## src/rtl/hamming_secded_decoder.sv

```systemverilog
// hamming_secded_decoder
// Receive-side SECDED decoder for the 16-bit extended Hamming (15,11) code.
// It has a 2-stage valid/ready pipeline with back-pressure:
//   S1 registers the codeword; syndrome and overall parity are computed from it.
//   S2 classifies the word, corrects a single error and registers the results.
// Optional saturating error counters are built in only when the
// HAMMING_DEC_STATS_EN macro is defined.
//
// Ports:
//   clk, rst        rising-edge clock, asynchronous active-high reset
//   in_valid        codeword present on in_codeword
//   in_ready        decoder can accept this cycle (combinational from out_ready)
//   in_codeword     bit 0 = overall parity, bits 1..15 = Hamming positions 1..15
//   out_valid       decoded result present
//   out_ready       downstream accepts this cycle
//   out_data        11-bit decoded data
//   out_single      single error detected and corrected
//   out_double      double error detected; data left uncorrected
//   out_err_pos     corrected bit index, 0 unless a single error is reported
//   stats_clear     synchronous clear of both counters
//   cnt_single      saturating count of delivered single errors
//   cnt_double      saturating count of delivered double errors
module hamming_secded_decoder #(
  parameter int unsigned CNT_W = 16
) (
  input  logic             clk,
  input  logic             rst,
  input  logic             in_valid,
  output logic             in_ready,
  input  logic [15:0]      in_codeword,
  output logic             out_valid,
  input  logic             out_ready,
  output logic [10:0]      out_data,
  output logic             out_single,
  output logic             out_double,
  output logic [3:0]       out_err_pos,
  input  logic             stats_clear,
  output logic [CNT_W-1:0] cnt_single,
  output logic [CNT_W-1:0] cnt_double
);

  localparam int unsigned CW_W   = 16;
  localparam int unsigned DATA_W = 11;
  localparam int unsigned POS_W  = 4;

  logic              r_s1_valid;
  logic [CW_W-1:0]   r_s1_code;
  logic              r_out_valid;
  logic [DATA_W-1:0] r_out_data;
  logic              r_out_single;
  logic              r_out_double;
  logic [POS_W-1:0]  r_out_err_pos;

  logic              w_s2_load;
  logic              w_s1_load;
  logic [POS_W-1:0]  w_syndrome;
  logic              w_parity;
  logic              w_syn_nz;
  logic [CW_W-1:0]   w_flip;
  logic [CW_W-1:0]   w_fixed;
  logic [DATA_W-1:0] w_data;
  logic              w_single;
  logic              w_double;
  logic [POS_W-1:0]  w_err_pos;

  // Pipeline advance: S2 frees when empty or drained; S1 frees when empty or moving on.
  assign w_s2_load = !r_out_valid || out_ready;
  assign w_s1_load = !r_s1_valid || w_s2_load;
  assign in_ready  = w_s1_load;

  // Syndrome is the XOR of the indices of all set bits in positions 1..15.
  always_comb begin
    w_syndrome = '0;
    for (int i = 1; i < 16; i++) begin
      if (r_s1_code[i]) w_syndrome = w_syndrome ^ POS_W'(i);
    end
  end

  assign w_parity = ^r_s1_code;
  assign w_syn_nz = |w_syndrome;

  // Odd overall parity means a single error (bit 0 itself when the syndrome is 0);
  // even parity with a nonzero syndrome means a double error, left uncorrected.
  assign w_single  = w_parity;
  assign w_double  = !w_parity && w_syn_nz;
  assign w_flip    = (w_parity && w_syn_nz) ? (CW_W'(1) << w_syndrome) : '0;
  assign w_fixed   = r_s1_code ^ w_flip;
  assign w_err_pos = w_parity ? w_syndrome : '0;

  // Data bits live at positions 3,5,6,7,9..15 (LSB first).
  assign w_data = {w_fixed[15:9], w_fixed[7:5], w_fixed[3]};

  // S1: codeword register.
  always_ff @(posedge clk or posedge rst) begin
    if (rst) begin
      r_s1_valid <= 1'b0;
      r_s1_code  <= '0;
    end else if (w_s1_load) begin
      r_s1_valid <= in_valid;
      if (in_valid) r_s1_code <= in_codeword;
    end
  end

  // S2: classified and corrected output register; holds while stalled.
  always_ff @(posedge clk or posedge rst) begin
    if (rst) begin
      r_out_valid   <= 1'b0;
      r_out_data    <= '0;
      r_out_single  <= 1'b0;
      r_out_double  <= 1'b0;
      r_out_err_pos <= '0;
    end else if (w_s2_load) begin
      r_out_valid <= r_s1_valid;
      if (r_s1_valid) begin
        r_out_data    <= w_data;
        r_out_single  <= w_single;
        r_out_double  <= w_double;
        r_out_err_pos <= w_err_pos;
      end
    end
  end

  assign out_valid   = r_out_valid;
  assign out_data    = r_out_data;
  assign out_single  = r_out_single;
  assign out_double  = r_out_double;
  assign out_err_pos = r_out_err_pos;

`ifdef HAMMING_DEC_STATS_EN
  localparam logic [CNT_W-1:0] CNT_MAX = '1;

  logic             w_out_hs;
  logic [CNT_W-1:0] r_cnt_single;
  logic [CNT_W-1:0] r_cnt_double;

  assign w_out_hs = r_out_valid && out_ready;

  // Saturating counters; a clear wins over a same-cycle increment.
  always_ff @(posedge clk or posedge rst) begin
    if (rst) begin
      r_cnt_single <= '0;
      r_cnt_double <= '0;
    end else if (stats_clear) begin
      r_cnt_single <= '0;
      r_cnt_double <= '0;
    end else if (w_out_hs) begin
      if (r_out_single && (r_cnt_single != CNT_MAX)) r_cnt_single <= r_cnt_single + CNT_W'(1);
      if (r_out_double && (r_cnt_double != CNT_MAX)) r_cnt_double <= r_cnt_double + CNT_W'(1);
    end
  end

  assign cnt_single = r_cnt_single;
  assign cnt_double = r_cnt_double;
`else
  logic w_unused_stats_clear;

  assign w_unused_stats_clear = stats_clear;
  assign cnt_single = '0;
  assign cnt_double = '0;
`endif

endmodule

```

## config.mk

```make
export PLATFORM = sky130hd
export DESIGN_NAME = hamming_secded_decoder
export DESIGN_NICKNAME = d
export VERILOG_FILES = /design/src/rtl/hamming_secded_decoder.sv
export SDC_FILE = /design/constraint.sdc
export NUM_CORES = 1
export LEC_CHECK = 0
export CAP_MARGIN = 0
export CORE_UTILIZATION = 41
export CTS_CLUSTER_SIZE = 10
export DETAILED_ROUTE_END_ITERATION = 6
export PLACE_DENSITY = 0.76
export SETUP_SLACK_MARGIN = 0.05
export SLEW_MARGIN = 15
export SYNTH_ARGS = -nofsm -noshare
export SYNTH_HDL_FRONTEND = slang
export SYNTH_SLANG_ARGS = --single-unit
```

## constraint.sdc

```tcl
create_clock -name clk -period 2.25 [get_ports clk]
set_input_delay 0.45 -clock clk [delete_from_list [all_inputs] [get_ports clk]]
set_output_delay 0.45 -clock clk [all_outputs]
set_load 0.02 [all_outputs]
```

=== Yosys cells after proc, flatten, opt, wreduce, memory -nomap -nowiden ===
Index checks and enable logic that the tools add are counted.

* Shift operators: 1
* Multiplexer cells: 17
* Bitwise operators: 15
* Reduce and logical (&&, ||, !) cells: 11

{| class="wikitable"
|+ Operators by type and width
! operator !! number
|-
| 4-bit 2-to-1 mux || 9
|-
| 16-bit 2-to-1 mux || 1
|-
| 16-bit XOR reduction || 1
|-
| 1-bit by 4-bit left shift with 16-bit output (first input constant) || 1
|-
| 16-bit XOR || 1
|-
| 3-bit 2-to-1 mux || 4
|-
| 2-bit inverter || 6
|-
| 3-bit inverter || 4
|-
| 2-bit 2-to-1 mux || 2
|-
| 4-bit inverter || 1
|-
| 2-bit AND reduction || 2
|-
| 4-bit OR reduction || 1
|-
| 1-bit logical NOT || 3
|-
| 1-bit inverter (first input constant) || 3
|-
| 1-bit logical AND || 2
|-
| 1-bit logical OR || 2
|-
| 1-bit 2-to-1 mux || 1
|}

* Register bits: 35
* Bits of input ports: 21
* Output and inout bits: 51
* Word-level logic and storage cells: 51

=== Longest topological paths before layout ===
Gate-level depths: netlist of run 1.

* Depth in word-level cells: 30
* Gate-level depth with buffers: 7
* Gate-level depth less buffers: 6

=== Least setup slack after synthesis of run 1 ===
OpenSTA, ideal clock, no wires.

* Path kind: register to register
* From: register r_s1_code[3]
* To: register r_out_data[7], in the netlist out_data[7]
* Library setup time: 0.083 ns
* Arrival time: 2.067 ns
* Slack: 0.100 ns
* Cell stages (with the launch flop): 7
* Path through: dfrtp_1 > xnor2_1 > xnor3_1 > xnor2_1 > o211ai_1 > xor2_1 > o21ai_0

* Cells in the longest elaborated chain, start to end: 23
* Elaborated cells on any way between the ends: 28
* Those cells by class: shift: 1; mux: 14; bitwise: 10; reduce/logical: 3

{| class="wikitable"
|+ RTL lines
! item !! RTL line !! text
|-
| from (decl) || 47 || <nowiki>logic [CW_W-1:0] r_s1_code;</nowiki>
|-
| from (signal assigned) || 100 || <nowiki>if (in_valid) r_s1_code <= in_codeword;</nowiki>
|-
| 2-bit 2-to-1 mux || 75 || <nowiki>if (r_s1_code[i]) w_syndrome = w_syndrome ^ POS_W'(i);</nowiki>
|-
| 3-bit 2-to-1 mux || 75 ||
|-
| 2-bit inverter (no line) or 3-bit 2-to-1 mux (tied branches) || - ||
|-
| 3-bit 2-to-1 mux or 2-bit inverter (tied branches) || - ||
|-
| 3-bit 2-to-1 mux || 75 ||
|-
| 3-bit inverter (no line) || - ||
|-
| 3-bit 2-to-1 mux || 75 ||
|-
| 4-bit 2-to-1 mux || 75 ||
|-
| [7 not listed] || - ||
|-
| 4-bit 2-to-1 mux or 3-bit inverter (tied branches) || - ||
|-
| 4-bit 2-to-1 mux || 75 ||
|-
| 4-bit inverter (no line) || - ||
|-
| 4-bit 2-to-1 mux || 75 ||
|-
| 4-bit OR reduction || 80 || <nowiki>assign w_syn_nz = |w_syndrome;</nowiki>
|-
| 1-bit logical AND || 86 || <nowiki>assign w_flip = (w_parity && w_syn_nz) ? (CW_W'(1) << w_syndrome) : '0;</nowiki>
|-
| 16-bit 2-to-1 mux (*) || 86 ||
|-
| 16-bit XOR (*) || 87 || <nowiki>assign w_fixed = r_s1_code ^ w_flip;</nowiki>
|-
| to (signal assigned) || 115 || <nowiki>r_out_data <= w_data;</nowiki>
|-
| to (decl) || 49 || <nowiki>logic [DATA_W-1:0] r_out_data;</nowiki>
|}

Every way passes the cells marked *; elsewhere a longest branch is shown, timed or not.
A chain may end at the register's enable or synchronous reset.

=== Final worst setup path of run 1 ===
* From: register r_s1_code[5]
* To: register r_out_data[3], in the netlist out_data[3]

* Cells in the longest elaborated chain, start to end: 21
* Elaborated cells on any way between the ends: 25
* Those cells by class: shift: 1; mux: 12; bitwise: 9; reduce/logical: 3

{| class="wikitable"
|+ RTL lines
! item !! RTL line
|-
| 3-bit 2-to-1 mux || 75
|-
| 2-bit inverter (no line) || -
|-
| 3-bit 2-to-1 mux || 75
|-
| 3-bit inverter (no line) || -
|-
| 3-bit 2-to-1 mux || 75
|-
| 4-bit 2-to-1 mux (4 in series) || 75
|-
| 2-bit inverter (no line) || -
|-
| 4-bit 2-to-1 mux || 75
|-
| [2 not listed] || -
|-
| 3-bit inverter (no line) || -
|-
| 4-bit 2-to-1 mux || 75
|-
| 4-bit inverter (no line) || -
|-
| 4-bit 2-to-1 mux || 75
|-
| 4-bit OR reduction || 80
|-
| 1-bit logical AND || 86
|-
| 16-bit 2-to-1 mux (*) || 86
|-
| 16-bit XOR (*) || 87
|}

Marks and branches as above.

==> out/results.ini, run 1 <==
[yosys]
yosys.area.top_type=dfrtp_1
ys_warn_count=0
synth_top_area_share_pct=41.3
synth_seq_area_share_pct=41.3
synth_edf_count=0
ys_top_cells_by_count=35 x dfrtp_1, 32 x buf_4, 26 x xnor2_1
yosysUniqueCellTypes=30
yosysMostFrequentCell=dfrtp_1
syn-mean-instance-area_sq_um=11.0
async_flop_share_pct=100
synthTopCellsByArea=dfrtp_1 41%, buf_4 11%, xnor2_1 11%
syn-cell-area_sq_um=2120
synth_top_family_by_area=XOR/XNOR gates
synth_adder_area_share_pct=0
ys.flop_type=dfrtp_1
ys_seq_elements=35
synthXorXnorAreaFrac_pct=18.1
synthMuxAreaShare_pct=9.55
synth-compound-area-share_pct=9.20
synthSimpleGateAreaFrac_pct=8.73
synthCells=193

[placed_design]
placed_cells=305
dp_slack_ps=41.8
postPlaceCellArea_sq_um=2540
numPortBuffers=38
hpwl_um=2760
gp_congestion=0.849

[timing]
rsz0062_at_grt=true
setup_tns_ps=0
fin_ws_ps=59.1
fmax_ghz=0.456
fin_skew_ps=5.42
setup_violations=0
post-route-period-util_pct=97.4
slew_violations=0
hold_viol=0
min_period_ps=2190

[layout]
n_antenna_cell=0
fillers=432
stdcell_area_sq_um=2790
num-nets-final=272
stdcell_count=319
syn2layout_area_growth_pct=31.5
drive_above_1_share_pct=29.4

[setup_path]
required_ps=2410
arrival_ps=2360
path_class=reg -> reg
crit_top_cell=xnor2_1
cp_max_fo=10
critPathLaunchType=register
path_cells=xnor2_1 > xnor2_1 > buf_4 > or4b_4 > a211oi_1 > xnor2_1 > o21ai_0
critical_path.endpoint_type=register
slowest_delay_ps=520
critPathSlowestCell=or4b_4

[floorplan]
rows=25
die_y_um=73.9
die-area_sq_um=5470
ioPinCount=72
start_util_pct=43.8
die_x_um=73.9
core-area_sq_um=4850

[pwr]
vdd_drop_max_v=0.000614
p_total_mw=3.45
power_density_nw_per_um2=1240
power.leakage_nw=1.17

[route]
avgViaCountPerCell=4.69
antenna_left=0
post-route-drc-count=0
drt-initial-drc-count=28
routed_wl_um=3820
avgRoutedWirePerCell_um=12.0
vias=1495
drt-pass1-iter-count=5

[clock_tree]
clock_sinks=35
clock-root-buffer=clkbuf_8
clock_path_buffers=2
cts_hold_buf=0
worstSkewPairLatency_ps=290
path_clk_slew_ps=60
htreeDepth=2
numCtsBuffers=5
cts_tree=built

[job]
drv_cap=0

[global_route]
grt_usage_pct=14.5
grt_max_degree=36
grt-ovfl-total=0
grt_antenna_before_repair=0
grt_pass1_vias=1387
grt_pass1_wl_um=6020

[hold_path]
holdCritPathClass=reg -> reg

[status]
status=finished, final reports clean

-- what timing repair did --
item / CTS / global route
pin swaps: 0 / 4
setup endpoints to repair: 3 / 13
setup buffers: 0 / 6
gates resized for setup: 2 / 20
-- final timing paths --
path | cells after the start | startpoint | to | slack (ps)
min | 2 | out_err_pos[3] | out_err_pos[3] | 480
max in group asynchronous | 3 | rst | r_s1_code[7] | 1360
min in group asynchronous | 3 | rst | r_s1_code[9] | 550
max reg2reg | 7 | r_s1_code[5] | out_data[3] | 60
min reg2reg | 2 | out_err_pos[3] | out_err_pos[3] | 480
max | 7 | r_s1_code[5] | out_data[3] | 60
-- layout make-up --
class | count | area (sq um) | area share, %
Multi-Input combinational cell | 150 | 1180 | 42.4
Sequential cell | 35 | 882 | 31.6
Timing Repair Buffer | 58 | 537 | 19.2
Clock buffer | 8 | 100 | 3.59
Tap cell | 67 | 83.8 | 3.00
Inverter | 1 | 3.75 | 0.134
-- worst max-delay path: cells and delay by family, from the launching register on --
family          cells  cell delay (ps)
compound gates      2              350
xor+xnor            3              550
buf+inv             1              200
flops               1              450
simple gates        1              520
-- metal layers --
metal	vias up	part of all wire, %	global-route usage, %
li1	708	-	-
met2	55	52	23.9
met3	10	4.7	4.34
met1	722	42	17.6
met4	0	1.7	6.62
met5	-	0	0
-- flip-flops by register name, summed over array words and instances, names as in the netlist --
register and flops:
out_data 11, r_s1_code 16, r_s1_valid 1, out_valid 1, out_err_pos 4, out_single 1
out_double 1
-- logic make-up after synthesis --
family	count (synthesis)
other	1
DFF	35
xor gates and xnor gates	39
muxes	18
AOI/OAI and AO/OA	29
and+or+nand+nor	32
buffers and inverters	39
-- where the power goes --
group	total, mW	internal [mW]	switching (mW)
clock network	0.491	0.279	0.212
registers	0.926	0.802	0.125
logic	2.03	0.971	1.06
total	3.45	2.05	1.40
-- layout by cell type, fill, tap and decap left out, types with 2 or more instances in the layout --
| cell | count |
|---|---|
| conb_1 | 32 |
| dfrtp_1 | 30 |
| buf_4 | 19 |
| xnor2_1 | 20 |
| mux2_2 | 18 |
| nand2_1 | 18 |
| o31ai_1 | 4 |
| clkbuf_8 | 7 |
| xor2_1 | 5 |
| clkdlybuf4s50_1 | 37 |
| nand2b_1 | 3 |
| o211ai_1 | 3 |
| or4b_4 | 2 |
| a211oi_2 | 6 |
| xnor2_2 | 7 |
| dfrtp_2 | 5 |
| o21ai_1 | 3 |
| nand4b_1 | 2 |
| o21ai_0 | 12 |
| xor2_2 | 5 |
-- per-stage QoR --
stage | util (%) | hold slack [ps]
6_report | 57.6 | 479
5_1_grt | 57.6 | 512
4_1_cts | 54.6 | 489
3_5_place_dp | 52.3 | 474
3_3_place_gp | 52.3 | 464
2_1_floorplan | - | 457
Note: power is estimated with default switching activity, not from simulation.
==> run 2: changes to the inputs <==
--- a/config.mk
+++ b/config.mk
@@ -6,10 +6,11 @@
 export NUM_CORES = 1
 export LEC_CHECK = 0
 export CAP_MARGIN = 0
-export CORE_UTILIZATION = 41
+export CORE_MARGIN = 2
+export CORE_UTILIZATION = 46
 export CTS_CLUSTER_SIZE = 10
 export DETAILED_ROUTE_END_ITERATION = 6
-export PLACE_DENSITY = 0.76
+export PLACE_DENSITY = 0.9
 export SETUP_SLACK_MARGIN = 0.05
 export SLEW_MARGIN = 15
 export SYNTH_ARGS = -nofsm -noshare
==> constraint.sdc (replaced) <==
create_clock -name clk -period 2.47 [get_ports clk]
set_input_delay 0.494 -clock clk [delete_from_list [all_inputs] [get_ports clk]]
set_output_delay 0.494 -clock clk [all_outputs]
set_load 0.02 [all_outputs]
==> run 2 against run 1 <==
Compared with the run above:
- combinational power down 21%
- highest routed layer unchanged
- critical endpoint is now out_data[4]
- hold slack improved by 0.57 ps
- utilization increased by 1.0 points
- first-iteration DRC count increased by 86%
- design area decreased by 7.3%
- sequential share of layout area grew 2.2 points
- setup slack better by 160 ps
- global-route usage up 0.84 points
- critical path depth is 1 lower
- register-to-register slack gained 160 ps
==> out/results.ini, run 2 (same netlist as run 1, synthesis figures left out) <==
[global_route]
grt_antenna_before_repair=0
grt_max_degree=36
grtUsageMet2_pct=23.5
grt_pass1_vias=1268
grt_usage_pct=15.4
top_usage_layer=met2
use_met1_pct=20.6
grt_pass1_wl_um=6070
grt-ovfl-total=0
gr-usage-met3_pct=5.00

[clock_tree]
clock_sinks=35
clock-root-buffer=clkbuf_8
numCtsBuffers=5
postCtsSetupBuffers=0
cts_hold_buf=0
path_clk_slew_ps=70
cts_resized=0
worstSkewPairLatency_ps=290
clock_path_buffers=2
htreeDepth=2
cts_tree=built

[setup_path]
reg2reg_depth=6
cp_num_cells=6
critPathLaunchType=register
r2r-end=out_data[4]
cp_max_fo=10
path_class=reg -> reg
arrival_ps=2410
crit_family=XOR/XNOR gates
path_cells=xnor2_1 > xnor2_2 > or4b_4 > a211oi_2 > xnor2_1 > o21ai_1
slowest_delay_ps=560
required_ps=2640
r2r_slack_ps=220
crit_top_cell=xnor2_1
critPathSlowestCell=or4b_4
crit_buf_inv=0
reg2reg_from=r_s1_code[3]
critical_path.endpoint_type=register

[layout]
num-nets-final=260
layout_common_cells=38 x clkdlybuf4s50_1, 35 x dfrtp_1, 32 x conb_1
syn2layout_area_growth_pct=21.9
n_antenna_cell=0
top_register=r_s1_code
largest_reg_flops=16
drive_above_1_share_pct=18.3
final_util_pct=58.6
stdcell_area_sq_um=2590
final_common_cell=clkdlybuf4s50_1
stdcell_count=292

[hold_path]
whs_path_depth=2
worstHoldStart=out_data[8]
holdCritPathClass=reg -> reg
holdPathEnd=out_data[8]

[timing]
slew_headroom_pct=60.9
hold_viol=0
setup_violations=0
rsz0062_at_grt=false
fin_skew_ps=5.16
setup_tns_ps=0
fmax_ghz=0.445
post-route-period-util_pct=91.0
tightest_slew_ps=583
slew_violations=0
min_period_ps=2250

[floorplan]
die_x_um=71.9
rows=24
die_y_um=71.9
core-area_sq_um=4410
die-area_sq_um=5170
start_util_pct=48.1
ioPinCount=72

[route]
vias=1415
drt-initial-drc-count=52
avgRoutedWirePerCell_um=12.2
drt-pass1-iter-count=2
avgViaCountPerCell=4.85
antenna_left=0
post-route-drc-count=0
routed_wl_um=3560

[placed_design]
postPlaceCellArea_sq_um=2470
hpwl_um=2760
numPortBuffers=38
placed_cells=284
gp_congestion=0.876

[pwr]
seq_power_share_pct=29.0
switching_share_pct=40.6
power_density_nw_per_um2=1120
comb_power_share_pct=55.6
internal_power_mw=1.72
p_total_mw=2.89
switching_power_mw=1.17
clock_power_share_pct=15.5
vdd_drop_max_v=0.000526
power.leakage_nw=1.08

[status]
status=finished, final reports clean

[job]
drv_cap=0

## run 2: changes by cell type in the layout (fill, tap and decap cells not counted), moves of 3 or more
cell	delta
a211oi_2	-3
xnor2_2	-5
xnor2_1	+5
dfrtp_2	-5
xor2_1	+3
a211oi_1	+3
buf_4	-11
dfrtp_1	+5
xor2_2	-3
## run 2: through the flow
stage                     hold WS (ps)  setup slack, ps
after floorplan                    457              320
after global placement             461              249
after detailed placement           470              215
after CTS                          485              196
after global routing               514             84.0
final                              479              221
## run 2: metal layers
metal / wire length (um) / up-vias
li1: - / 685
met2: 1750 / 56
met4: 62 / 0
met1: 1540 / 668
met3: 205 / 6
met5: 0 / -
## run 2: worst max-delay path by stage
stage                        startpoint            to  slack, ps
final                      r_s1_code[3]   out_data[4]        220
after global routing       r_s1_code[7]   out_data[2]         80
after CTS                 r_s1_code[11]  out_data[10]        200
after detailed placement  r_s1_code[11]  out_data[10]        210
after global placement        out_ready      in_ready        250
after floorplan            r_s1_code[3]   out_data[7]        320
## run 2: tightest hold or removal path, cell delays in order (launching register included)
cell and delay (ps):
dfrtp_1 340, nand2_1 40, o21ai_0 60
## run 2: cell type report
type	count	area [sq um]
tap	52	65.1
sequential	35	876
fill	400	1830
inverter	1	3.75
multi-input combinational	150	1100
clock buffer	8	100
timing repair buffer	46	440
## run 2: power groups by stage
| stage | logic, mW | clock network, mW | registers [mW] |
|---|---|---|---|
| after floorplan | 0.994 | 0 | 0.971 |
| after detailed placement | 1.59 | 0 | 0.856 |
| final | 1.61 | 0.447 | 0.839 |
| after CTS | 1.59 | 0.461 | 0.845 |
| after global placement | 1.54 | 0 | 0.845 |
| after global routing | 1.75 | 0.499 | 0.864 |
